<file path="src/rtl/pc_pkg.sv">
// Shared types for the program counter with branch/call support.
// Holds the priority-resolved action encoding and the stack counter width.
package pc_pkg;

  typedef enum logic [2:0] {
    ACT_NONE = 3'd0,
    ACT_CLR  = 3'd1,
    ACT_RET  = 3'd2,
    ACT_CALL = 3'd3,
    ACT_JMP  = 3'd4,
    ACT_BR   = 3'd5,
    ACT_UP   = 3'd6
  } pc_act_t;

  localparam int DEF_DEPTH = 4;
  localparam int CNT_W     = $clog2(DEF_DEPTH + 1);

  // The counter must hold DEPTH itself, hence DEPTH+1 states.
  function automatic int cnt_width(input int depth);
    return $clog2(depth + 1);
  endfunction

endpackage

</file>
<file path="src/rtl/pc_branch_stack_ret_stack.sv">
// LIFO of return addresses; only the occupancy count is reset, entry contents
// are left as they are and treated as don't-care.
module ret_stack
  import pc_pkg::*;
#(
  parameter int N     = 7,
  parameter int DEPTH = 4
) (
  input  logic         i_clk,
  input  logic         i_rst_n,
  input  logic         i_clr,
  input  logic         i_push,
  input  logic         i_pop,
  input  logic [N-1:0] i_push_data,
  output logic [N-1:0] o_top_data,
  output logic         o_full,
  output logic         o_empty
);

  localparam int CW = cnt_width(DEPTH);
  localparam int IW = (DEPTH > 1) ? $clog2(DEPTH) : 1;

  logic [CW-1:0] r_cnt;
  logic [N-1:0]  r_mem [DEPTH];
  logic [CW-1:0] w_top_cnt;
  logic [IW-1:0] w_wr_idx;
  logic [IW-1:0] w_rd_idx;

  assign w_top_cnt  = r_cnt - CW'(1);
  assign w_wr_idx   = r_cnt[IW-1:0];
  assign w_rd_idx   = w_top_cnt[IW-1:0];
  assign o_full     = (r_cnt == CW'(DEPTH));
  assign o_empty    = (r_cnt == '0);
  assign o_top_data = o_empty ? '0 : r_mem[w_rd_idx];

  // occupancy count
  always_ff @(posedge i_clk or negedge i_rst_n) begin
    if (!i_rst_n) begin
      r_cnt <= '0;
    end else if (i_clr) begin
      r_cnt <= '0;
    end else if (i_push && !o_full) begin
      r_cnt <= r_cnt + CW'(1);
    end else if (i_pop && !o_empty) begin
      r_cnt <= w_top_cnt;
    end else begin
      r_cnt <= r_cnt;
    end
  end

  // entry storage, written on push only
  always_ff @(posedge i_clk) begin
    if (i_push && !o_full) begin
      r_mem[w_wr_idx] <= i_push_data;
    end
  end

endmodule

</file>
<file path="src/rtl/pc_branch_stack.sv">
// Program counter with absolute jump, relative branch, call/return stack and
// a wrap-or-halt end-of-memory policy.
module pc_branch_stack
  import pc_pkg::*;
#(
  parameter int N     = 7,
  parameter int DEPTH = 4,
  parameter int WRAP  = 1
) (
  input  logic         Clk,
  input  logic         Reset_n,
  input  logic         Clr,
  input  logic         Up,
  input  logic         Jmp,
  input  logic         Br,
  input  logic         Call,
  input  logic         Ret,
  input  logic [N-1:0] Target,
  input  logic [N-1:0] Offset,
  output logic [N-1:0] Addr,
  output logic         Halted,
  output logic         StackFull,
  output logic         StackEmpty,
  output logic         Fault
);

  pc_act_t      w_act;
  logic [N-1:0] r_addr;
  logic         r_halted;
  logic         r_fault;
  logic [N-1:0] w_addr_nxt;
  logic         w_halted_nxt;
  logic         w_fault_nxt;
  logic [N-1:0] w_top;
  logic         w_full;
  logic         w_empty;
  logic         w_push;
  logic         w_pop;

  // one action per cycle; Up and Br are dropped while halted
  always_comb begin
    w_act = ACT_NONE;
    if (Clr) begin
      w_act = ACT_CLR;
    end else if (Ret) begin
      w_act = ACT_RET;
    end else if (Call) begin
      w_act = ACT_CALL;
    end else if (Jmp) begin
      w_act = ACT_JMP;
    end else if (Br && !r_halted) begin
      w_act = ACT_BR;
    end else if (Up && !r_halted) begin
      w_act = ACT_UP;
    end else begin
      w_act = ACT_NONE;
    end
  end

  assign w_push = (w_act == ACT_CALL) && !w_full;
  assign w_pop  = (w_act == ACT_RET) && !w_empty;

  ret_stack #(.N(N), .DEPTH(DEPTH)) u_stack (
    .i_clk       (Clk),
    .i_rst_n     (Reset_n),
    .i_clr       (Clr),
    .i_push      (w_push),
    .i_pop       (w_pop),
    .i_push_data (r_addr + N'(1)),
    .o_top_data  (w_top),
    .o_full      (w_full),
    .o_empty     (w_empty)
  );

  // next PC, halt and fault; a redirect that moves the PC releases a halt
  always_comb begin
    w_addr_nxt   = r_addr;
    w_halted_nxt = r_halted;
    w_fault_nxt  = r_fault;
    case (w_act)
      ACT_CLR: begin
        w_addr_nxt   = '0;
        w_halted_nxt = 1'b0;
        w_fault_nxt  = 1'b0;
      end
      ACT_RET: begin
        if (w_empty) begin
          w_fault_nxt = 1'b1;
        end else begin
          w_addr_nxt   = w_top;
          w_halted_nxt = r_halted && (w_top == r_addr);
        end
      end
      ACT_CALL: begin
        if (w_full) begin
          w_fault_nxt = 1'b1;
        end else begin
          w_addr_nxt   = Target;
          w_halted_nxt = r_halted && (Target == r_addr);
        end
      end
      ACT_JMP: begin
        w_addr_nxt   = Target;
        w_halted_nxt = r_halted && (Target == r_addr);
      end
      ACT_BR: w_addr_nxt = r_addr + Offset;
      ACT_UP: begin
        if (r_addr != '1) begin
          w_addr_nxt = r_addr + N'(1);
        end else if (WRAP != 0) begin
          w_addr_nxt = '0;
        end else begin
          w_halted_nxt = 1'b1;
        end
      end
      default: w_addr_nxt = r_addr;
    endcase
  end

  // architectural state
  always_ff @(posedge Clk or negedge Reset_n) begin
    if (!Reset_n) begin
      r_addr   <= '0;
      r_halted <= 1'b0;
      r_fault  <= 1'b0;
    end else begin
      r_addr   <= w_addr_nxt;
      r_halted <= w_halted_nxt;
      r_fault  <= w_fault_nxt;
    end
  end

  assign Addr       = r_addr;
  assign Halted     = r_halted;
  assign Fault      = r_fault;
  assign StackFull  = w_full;
  assign StackEmpty = w_empty;

endmodule

</file>
<file path="config.mk">
export PLATFORM = sky130hd
export DESIGN_NAME = pc_branch_stack
export DESIGN_NICKNAME = d
export VERILOG_FILES = /design/src/rtl/pc_pkg.sv /design/src/rtl/pc_branch_stack_ret_stack.sv /design/src/rtl/pc_branch_stack.sv
export SDC_FILE = /design/constraint.sdc
export NUM_CORES = 1
export LEC_CHECK = 0
export CELL_PAD_IN_SITES_DETAIL_PLACEMENT = 2
export CELL_PAD_IN_SITES_GLOBAL_PLACEMENT = 2
export CORE_UTILIZATION = 40
export CTS_CLUSTER_DIAMETER = 40
export DETAILED_ROUTE_END_ITERATION = 16
export PLACE_DENSITY_LB_ADDON = 0.08
export SLEW_MARGIN = 40
export SYNTH_ARGS = -nofsm -noshare
export SYNTH_HDL_FRONTEND = slang
export SYNTH_HIERARCHICAL = 1
export SYNTH_SLANG_ARGS = --single-unit
</file>
<file path="constraint.sdc">
create_clock -name Clk -period 4.5 [get_ports Clk]
set_clock_uncertainty 0.15 [all_clocks]
set_input_delay 0.45 -clock Clk [delete_from_list [all_inputs] [get_ports Clk]]
set_output_delay 0.45 -clock Clk [all_outputs]
set_load 0.005 [all_outputs]
</file>
# == Word-level counts from Yosys, hierarchy flattened ==
# Memory sizes are Yosys's and may differ from the RTL's.
# Cells that the tools add are included.
# totals
elab_cells,64
mem_count,1
out_inout_bits,11
input_bits,22
mem_bits_rw,28
register_bits,12
# op_classes
n_addsub,4
n_mux,22
eq_ne,14
n_reduce_logical,19
# mem_list
memory,words,width,rd,rd_ports_with_merged_regs,wr,line_no,rtl
u_stack.r_mem,4,7,1,0,1,pc_branch_stack_ret_stack.sv:24,logic [N-1:0] r_mem [DEPTH];
# op_table
operator,n
one-hot mux 7 bit (6 select lines),1
2-to-1 mux 7 bit,4
2-to-1 mux 3 bit,9
equality test 7 bit,2
equality test 3 bit (second input constant),4
AND reduction 3 bit,3
logical AND 1 bit,8
adder 7 x 1 -> 7 bit (second input constant),1
adder 7 bit,1
inequality test 7 bit (second input constant),1
equality test 3 x 2 -> 1 bit (second input constant),2
2-to-1 mux 1 bit,6
nonzero test 3 bit,2
nonzero test 6 bit,1
inequality test 2 x 1 -> 1 bit (second input constant),2
inequality test 2 bit (second input constant),2
one-hot mux 1 bit (4 select lines),1
nonzero test 4 bit,1
adder 3 x 1 -> 3 bit (second input constant),1
equality test 3 x 1 -> 1 bit (second input constant),1
zero test 1 bit,3
zero test 3 bit,1
one-hot mux 1 bit (3 select lines),1
subtractor 3 x 1 -> 3 bit (second input constant),1

# == Depth between registers and ports, before layout ==
# depth
depth_word,14
mapped_depth,11

# == Modules after synthesis ==
# Netlist, hierarchy kept.
# by_module_without_submodules
mod,area_per_inst_um2,instances,cells_per_inst
ret_stack,1405.1,1,84
pc_branch_stack,1262.5,1,150

# == Worst setup path before layout ==
# Ideal clock, no wire load.
# synth_path
kind,reg2reg
from,register u_stack.r_cnt[0]
to,"memory u_stack.r_mem[3][0], enable pin"
setup_ps,326
stages_incl_launch_ff,9
arrival_time_ps,2326
synth_period_minus_slack_ps,2802
path_slack_ps,1698
path_cell_list,dfrtp_1 -> buf_6 -> inv_1 -> ha_1 -> nand2_1 -> inv_1 -> nor4b_1 -> a21boi_2 -> and2_1
# synth_via
elab_chain_len,6
# synth_lines
item,line_no,rtl
"start, declared",pc_branch_stack_ret_stack.sv:23,logic [CW-1:0] r_cnt;
"start signal, assigned",pc_branch_stack_ret_stack.sv:43,r_cnt <= r_cnt + CW'(1);
"start signal, assigned",pc_branch_stack_ret_stack.sv:45,r_cnt <= w_top_cnt;
"start signal, assigned",pc_branch_stack_ret_stack.sv:47,r_cnt <= r_cnt;
equality test 3 bit,pc_branch_stack_ret_stack.sv:32,assign o_full = (r_cnt == CW'(DEPTH));
named net StackFull,pc_branch_stack.sv:22,"output logic StackFull,"
zero test 1 bit,pc_branch_stack.sv:60,assign w_push = (w_act == ACT_CALL) && !w_full;
logical AND 1 bit,pc_branch_stack.sv:60,
named net w_push,pc_branch_stack.sv:37,logic w_push;
logical AND 1 bit,pc_branch_stack_ret_stack.sv:53,if (i_push && !o_full) begin
2-to-1 mux 1 bit,pc_branch_stack_ret_stack.sv:53,
2-to-1 mux 1 bit (implied by the code),pc_branch_stack_ret_stack.sv:54,r_mem[w_wr_idx] <= i_push_data;
"end, declared",pc_branch_stack_ret_stack.sv:24,
# The timed path passes the listed nets, and every way through them passes these cells.

# == Worst setup path after layout ==
# layout_path
from,register u_stack.r_cnt[0]
to,"register r_halted, in the netlist Halted"
# layout_via
elab_chain_len,7
elab_cells_between_ends,12
classes_between,add/sub: 1; eq/ne: 4; mux: 3; reduce/logical: 3; memory: 1
# layout_lines
item,line_no,rtl
subtractor 3 x 1 -> 3 bit,pc_branch_stack_ret_stack.sv:29,assign w_top_cnt = r_cnt - CW'(1);
memory (4 x 7 bit),--,
2-to-1 mux 7 bit (*),pc_branch_stack_ret_stack.sv:34,assign o_top_data = o_empty ? '0 : r_mem[w_rd_idx];
named net w_top[0],pc_branch_stack.sv:34,logic [N-1:0] w_top;
equality test 7 bit (*),pc_branch_stack.sv:91,w_halted_nxt = r_halted && (w_top == r_addr);
logical AND 1 bit (*),pc_branch_stack.sv:91,
2-to-1 mux 1 bit (*),pc_branch_stack.sv:87,if (w_empty) begin
one-hot mux 1 bit (4 select lines) (*),pc_branch_stack.sv:80,case (w_act)
"end signal, assigned",pc_branch_stack.sv:128,r_halted <= w_halted_nxt;
"end, declared",pc_branch_stack.sv:29,logic r_halted;
# The timed path passes the listed nets; every way through them passes the cells marked *. The select of a mux whose other input is x is not followed.
# A chain may end at the register's enable or synchronous reset.

==> flow_metrics.tcl <==
set metrics [dict create \
    status "finished clean" \
    die_h_microns 83.7 \
    max_freq_ghz 0.284 \
    start_kind "flip-flop" \
    cts.repair.resized 0 \
    numCtsBuffers 5 \
    cts_hold_buf 0 \
    syn_nets 269 \
    async_flop_share_pct 30.0 \
    grt_overflow 0 \
    grt_pass1_wl_microns 13200 \
    path_max_fanout 11 \
    grt_use_total_pct 25.5 \
    critPathKind "reg2reg" \
    cp.required_ns 4.59 \
    post_drt_wl_per_cell_microns 24.8 \
    hold_class "reg2reg" \
    synth_seq_area_share_pct 42.8 \
    grt_antenna_before_repair 0 \
    pin_count 33 \
    reg2reg_to "Halted" \
    insertion_delay_ns 0.29 \
    grt_pass1_vias 2291 \
    core_area_sq_um 6390 \
    area_growth_pct 16.3 \
    synth_flop_cell "edfxtp_1" \
    period_minus_slack_ns 3.52 \
    synth.avg_cell_area_sq_um 11.4 \
    grt_max_degree 19 \
    crit_start "u_stack/r_cnt[0]" \
    yosysWarningCount 6 \
    ant_nets 0 \
    maxSlewViolCount 0 \
    hold_viol_final 0 \
    fin_crit_sh_pct 78.3 \
    fp.dieW_microns 83.7 \
    slew_headroom_pct 52.1 \
    crit_arrival_ns 3.61 \
    first_iter_violations 195 \
    worstSetupEndpointType "flip-flop" \
    fin_util_pct 48.6 \
    n_fill_cell 684 \
    synthDistinctLibCells 64 \
    antenna_cells 0 \
    synthCells 234 \
    clockBufferDepth 2 \
    setup_viol 0 \
    r2r.worst_path.cells 9 \
    via_per_inst 6.07 \
    layout_common_cells "clkdlybuf4s50_1 (32), edfxtp_1 (28), nor2_1 (15), inv_1 (14), nor2b_1 (13)" \
    setup_tns_ns 0 \
    cts_setup_buffers 0 \
    dieArea_sq_um 7000 \
    synth-seq-cells 40 \
    cts_tree "built" \
    rows 29 \
    place_ws_ns 0.916 \
    vias 2082 \
    numClockSinks 40 \
    nets 300 \
    p_per_area_nw_per_um2 260 \
    worstMarginPinSlew_ns 0.718 \
    setup_slack_ns 0.977 \
    layout_commonest_cell "clkdlybuf4s50_1" \
    layout-drive-gt1-share_pct 11.3 \
    r2r-start "u_stack/r_cnt[0]" \
    synth-edff-count 28 \
    post-route-drc-count 0 \
    start_util_pct 41.8 \
    p_leak_uw 0.00115 \
    dr.pass1.iters 4 \
    worstSetupEndpoint "Halted" \
    place.gp.congestion 0.784 \
    clkTransAtPathRegs_ns 0.08 \
    netlist_area_sq_um 2670 \
    rrSetupSlack_ns 0.98 \
    drv_cap 0 \
    rsz0062_at_grt "false" \
    ir_drop_v 0.000117 \
    dpl.hpwl_microns 6530 \
    drt-total-wl_microns 8510 \
    cts-root-buf "clkbuf_8" \
    cts.htree.levels 2 \
    numPortBuffers 32 \
]
-- worst min-delay path by stage --
stage	startpoint	depth (start not counted)	end
2_1_floorplan	Reset_n	0	Addr[0]
3_3_place_gp	Fault	2	Fault
3_5_place_dp	Fault	2	Fault
4_1_cts	Fault	2	Fault
5_1_grt	Fault	2	Fault
6_report	Fault	2	Fault
-- critical path: stages, from the launching register on --
cell and delay [ns]:
dfrtp_1 0.74, inv_1 0.20, ha_1 0.60, mux4_2 0.38, nor2b_1 0.17, xor2_1 0.18, a2111oi_0 0.50, nand3_1 0.17
a211oi_2 0.23, o21a_1 0.14
-- sequential cells by signal (all words and copies together), names as in the netlist --
name / cells
u_stack/r_mem: 28
Addr: 7
u_stack/r_cnt: 3
Fault: 1
Halted: 1
-- per-stage QoR --
stage	hold WS [ns]	instance area (sq um)	std cells	total power [uW]
final	0.376	3100	343	808
after global routing	0.396	3100	343	843
after CTS	0.380	3100	343	813
after detailed placement	0.368	3020	335	579
after global placement	0.363	3020	335	572
after floorplan	0.00441	2670	234	510
-- power breakdown --
part | internal, uW | switching, uW
clock | 109 | 127
sequential | 404 | 17.3
combinational | 70.6 | 80.1
total | 584 | 224
-- final cells by class --
class / instances / area [sq um] / area share (%)
tap: 77 / 96.3 / 3.10
inverter: 14 / 52.6 / 1.69
clock buffer: 7 / 76.3 / 2.46
timing repair buffer: 35 / 343 / 11.0
clock inverter: 1 / 5.00 / 0.161
sequential: 40 / 1140 / 36.8
multi-input combinational: 169 / 1390 / 44.8
-- logic make-up after synthesis --
logic type	Yosys count	synth area share, %
buffers and inverters	25	5.16
muxes	9	6.85
DFF	40	42.8
xor gates and xnor gates	14	4.88
AOI/OAI and AO/OA	60	19.1
and+or+nand+nor	73	14.9
adders and majority gates	13	6.38
-- Yosys cell counts (5+ instances only) --
| library cell | n | share of area, % |
|---|---|---|
| and2_1 | 6 | 1.4 |
| nor2b_1 | 13 | 3.0 |
| nand2_1 | 12 | 1.7 |
| mux4_2 | 7 | 5.9 |
| edfxtp_1 | 28 | 32 |
| nand3_1 | 6 | 1.1 |
| xnor2_1 | 6 | 2.0 |
| dfrtp_1 | 12 | 11 |
| xor2_1 | 7 | 2.3 |
| a21oi_1 | 8 | 1.5 |
| o21ai_0 | 6 | 1.1 |
| nor3_1 | 5 | 0.94 |
| inv_1 | 14 | 2.0 |
| nor2_1 | 15 | 2.1 |
| ha_1 | 12 | 5.6 |
-- per-layer routing --
layer  share of wire, %  vias up  global-route usage [%]
li1                   -      942                       -
met1                 42     1058                    33.3
met2                 51       67                    43.5
met3                5.8       15                    4.25
met4                1.8        0                    7.40
met5                  0        -                       0
Note: power is estimated with default switching activity, not from simulation.
==> patch 1, RTL diff (same flow settings) <==
`N` is set to 7 in 2 places; all go to 8.
--- a/src/rtl/pc_branch_stack_ret_stack.sv
+++ b/src/rtl/pc_branch_stack_ret_stack.sv
@@ -5,3 +5,3 @@
 #(
-  parameter int N     = 7,
+  parameter int N     = 8,
   parameter int DEPTH = 4
--- a/src/rtl/pc_branch_stack.sv
+++ b/src/rtl/pc_branch_stack.sv
@@ -5,3 +5,3 @@
 #(
-  parameter int N     = 7,
+  parameter int N     = 8,
   parameter int DEPTH = 4,
Interface: changed (resized Addr, Offset and Target); port bits go from 33 to 36. The function was not compared with the original's and may differ.
==> patch 1 against the original RTL <==
- first-iteration DRC count is 21% lower
- via count is 13% higher
- non-clock buffer count increased by 4
- routed wire length up 6.8%
- area after synthesis is 15% higher
- critical path depth fell by 4
- total power grew 21%
- worst setup slack better by 0.39 ns
- sequential share of layout area is 1.1 points lower
- clock power is 40% higher
- sequential cell count increased by 5
- final area up 16%
==> patch 1: results (changes against the original RTL) <==
GRT Total Usage=24.4% (was 25.5%); top post-synthesis cells by count=32 x edfxtp_1, 17 x nor2_1, 15 x nand2_1 (was 28 x edfxtp_1, 15 x nor2_1, 14 x inv_1); WL met2=4660 um (was 4310 um); share of cells above drive strength 1=13.2% (was 11.3%); Adder-Cell Fraction of Synth Area=5.95% (was 6.38%); Detailed Place HPWL=6870 um (was 6530 um); clk pwr=0.331 mW (was 0.236 mW); Final nets=341 (was 300); largest net degree at the start of global routing=17 (was 19); Detailed Routing Iterations Pass 1=6 (was 4); vias per cell=5.82 (was 6.07); crit-path max FO=14 (was 11); Top Family by Delay on Critical Path=buffers and inverters (was compound AO/OA/AOI/OAI gates); Unique masters post-synth=61 (was 64); filler instances=753 (was 684); placed cell count=395 (was 335); Worst Max-Slew Pin Slew=0.742 ns (was 0.718 ns); post-synthesis compound-gate area fraction=17.4% (was 19.1%); number of port buffers=35 (was 32); Max VDD drop=0.000170 V (was 0.000117 V); Sw Ratio=27.7% (about the same); run status=complete, no violations (unchanged); Post-synth EDFFs=32 (was 28); register area share after synthesis=41.9% (was 42.8%); syn avg cell area=11.3 sq um (was 11.4 sq um); FF-to-FF path depth=11 (was 9); WL met1=4060 um (was 3540 um)
==> patch 1: through the flow <==
step	power [mW]	util [%]
floorplan	0.579	-
global placement	0.650	47.6
detailed placement	0.655	47.6
CTS	0.985	49.2
global route	1.01	49.2
finish	0.977	49.2
==> patch 1: final timing paths <==
path | startpoint | end | slack [ns]
min in group Clk | Fault | Fault | 0.42
worst min register to register | Fault | Fault | 0.42
worst max register to register | u_stack/r_cnt[0] | Halted | 1.54
max in group asynchronous | Reset_n | Halted | 3.32
worst max-delay path | u_stack/r_cnt[0] | StackEmpty | 1.36
worst min-delay path | Reset_n | u_stack/r_cnt[1] | 0.41
==> patch 1: layout make-up <==
class / instances / area [sq um] / share of cell area [%]
Clock buffer: 5 / 68.8 / 1.91
Clock inverter: 3 / 48.8 / 1.35
Multi-Input combinational cell: 202 / 1660 / 46.1
Tap cell: 99 / 124 / 3.43
Sequential cell: 45 / 1290 / 35.7
Timing Repair Buffer: 39 / 380 / 10.5
Inverter: 10 / 37.5 / 1.04
==> patch 1: cells by family (layout without fill, tap and decap cells) <==
| kind of cell | after synthesis | in the layout |
|---|---|---|
| compound gates | 70 | 70 |
| fa+ha+maj | 14 | 14 |
| buf+inv | 26 | 57 |
| simple gates | 83 | 83 |
| flops | 45 | 45 |
| mux | 20 | 20 |
| xor+xnor | 15 | 15 |
==> patch 1: worst register-to-register path, cell delays in order (launching register included) <==
cell and delay (ns):
dfrtp_1 0.34, buf_4 0.23, inv_1 0.13, ha_1 0.57, mux4_2 0.38, nor2b_4 0.15, xor2_1 0.16, a21oi_1 0.13
nand3_1 0.09, o21ai_1 0.17, o2111ai_1 0.15, o31ai_2 0.22
==> patch 1: per-layer routing <==
metal  up-vias  track usage [%]
li1       1088                -
met1      1209             33.3
met2        41             41.7
met3         7             2.74
met4         0             5.92
met5         -                0
==> patch 2, RTL diff (config.mk and constraints unchanged) <==
Made on the original files. Remove the case item `ACT_BR` of the case on `w_act`.
--- a/src/rtl/pc_branch_stack.sv
+++ b/src/rtl/pc_branch_stack.sv
@@ -105,3 +105,2 @@
       end
-      ACT_BR: w_addr_nxt = r_addr + Offset;
       ACT_UP: begin
Check against the original RTL: not equivalent (Yosys sat finds a counterexample within 4 cycles, from zero or initial values and one cycle with Reset_n low).
==> patch 2 against the original RTL <==
- first-iteration DRC count is 7.2% lower
- total power is 2.1% higher
- worst setup slack better by 0.19 ns
- non-clock buffer count is 9 lower
- routed wire length is 27% lower
- final area is 13% lower
- area after synthesis is 13% lower
- core utilization is 0.30 points higher
- sequential cell count stayed put
==> patch 2: results (changes against the original RTL) <==
top post-synthesis cells by count=28 x edfxtp_1, 15 x inv_1, 15 x nor2_1 (was 28 x edfxtp_1, 15 x nor2_1, 14 x inv_1); clock-pin slew on the worst setup and hold paths=approximately 0.09 ns; M3 GR Usage=3.95% (was 4.25%); WP data arrival=3.40 ns (was 3.61 ns); Leakage=0.948 nW (was 1.15 nW); routed length per instance=21.3 um (was 24.8 um); Int Power=0.619 mW (was 0.584 mW); Reg2Reg Setup Slack=1.16 ns (was 0.98 ns); Worst Max-Slew Pin Slew=0.835 ns (was 0.718 ns); register area share after synthesis=49.2% (was 42.8%); Area contributors post-synth=edfxtp_1 36%, dfrtp_1 13%, mux4_2 6.8%, ha_1 3.2%, nor2b_1 2.7% (was edfxtp_1 32%, dfrtp_1 11%, mux4_2 5.9%, ha_1 5.6%, nor2b_1 3.0%); vias in the first global route=1885 (was 2291); Detailed Routing Iterations Pass 1=7 (was 4); Unique masters post-synth=55 (was 64); Max VDD drop=0.000250 V (was 0.000117 V); initial drt markers=181 (was 195); run status=complete, no violations (unchanged); share of cells above drive strength 1=13.6% (was 11.3%); Resized Gates After CTS=0 (unchanged); FF-to-FF path depth=8 (was 9); syn nets=224 (was 269); pre-CTS WS=1.22 ns (was 0.916 ns); global-route wire length before repair=9890 um (was 13200 um); Primary FF master, synth=edfxtp_1 (unchanged); largest net degree at the start of global routing=16 (was 19); met2 usage=39.3% (was 43.5%); GRT met1 Usage=27.4% (was 33.3%); GRT Total Usage=22.0% (was 25.5%); Period Utilization, post-route=74.1% (was 78.3%); Design Area, Final=2710 sq um (was 3100 sq um); Post-Place Cell Area=2590 sq um (was 3020 sq um); gp weighted congestion=0.779 (was 0.784); Final nets=248 (was 300); root buffer cell=clkbuf_8 (unchanged); Vias=1696 (was 2082); number of port buffers=25 (was 32); Detailed Place HPWL=4660 um (was 6530 um); deepest clock path buffer count=2 (unchanged)
-- patch 2: power groups by stage --
stage / combinational (mW) / clock [mW] / sequential [mW]
finish: 0.101 / 0.306 / 0.418
floorplan: 0.0588 / 0 / 0.421
global placement: 0.0957 / 0 / 0.425
global route: 0.109 / 0.323 / 0.419
detailed placement: 0.102 / 0 / 0.426
CTS: 0.103 / 0.311 / 0.418
-- patch 2: logic make-up after synthesis --
family          synth area share, %
buf+inv                        5.88
xor+xnor                       3.02
flops                          49.2
fa+ha+maj                      3.24
simple gates                   14.5
compound gates                 16.2
mux                            7.88
-- patch 2: metal layers --
| metal | wire (um) | share of wire, % |
|---|---|---|
| met4 | 74 | 1.2 |
| met3 | 204 | 3.3 |
| met5 | 0 | 0 |
| met1 | 2710 | 43 |
| met2 | 3260 | 52 |
-- patch 2: worst min-delay path by stage --
stage	from	to	slack, ns	cells past startpoint
2_1_floorplan	Reset_n	Addr[0]	0.004	0
3_3_place_gp	Fault	Fault	0.34	2
3_5_place_dp	Fault	Fault	0.38	2
4_1_cts	Fault	Fault	0.40	2
5_1_grt	Fault	Fault	0.44	2
6_report	Fault	Fault	0.39	2
-- patch 2: per-stage QoR --
stage	utilization [%]	cells
after floorplan	-	196
after global routing	48.9	293
after global placement	46.8	285
after detailed placement	46.8	285
final	48.9	293
after CTS	48.9	293
-- patch 2: final cells by class --
cell class	instances	area [sq um]
clock inverter	3	46.3
sequential	40	1140
multi-input combinational	130	1040
inverter	17	63.8
tap	72	90.1
timing repair buffer	26	258
clock buffer	5	68.8
fill	564	2830
-- patch 2: worst max-delay path: stages, from the launching register on --
cell	delay (ns)
dfrtp_1	0.73
inv_1	0.21
ha_1	0.61
mux4_2	0.38
nor2b_1	0.18
xor2_1	0.18
nor4_1	0.34
a22oi_1	0.18
o31ai_2	0.29
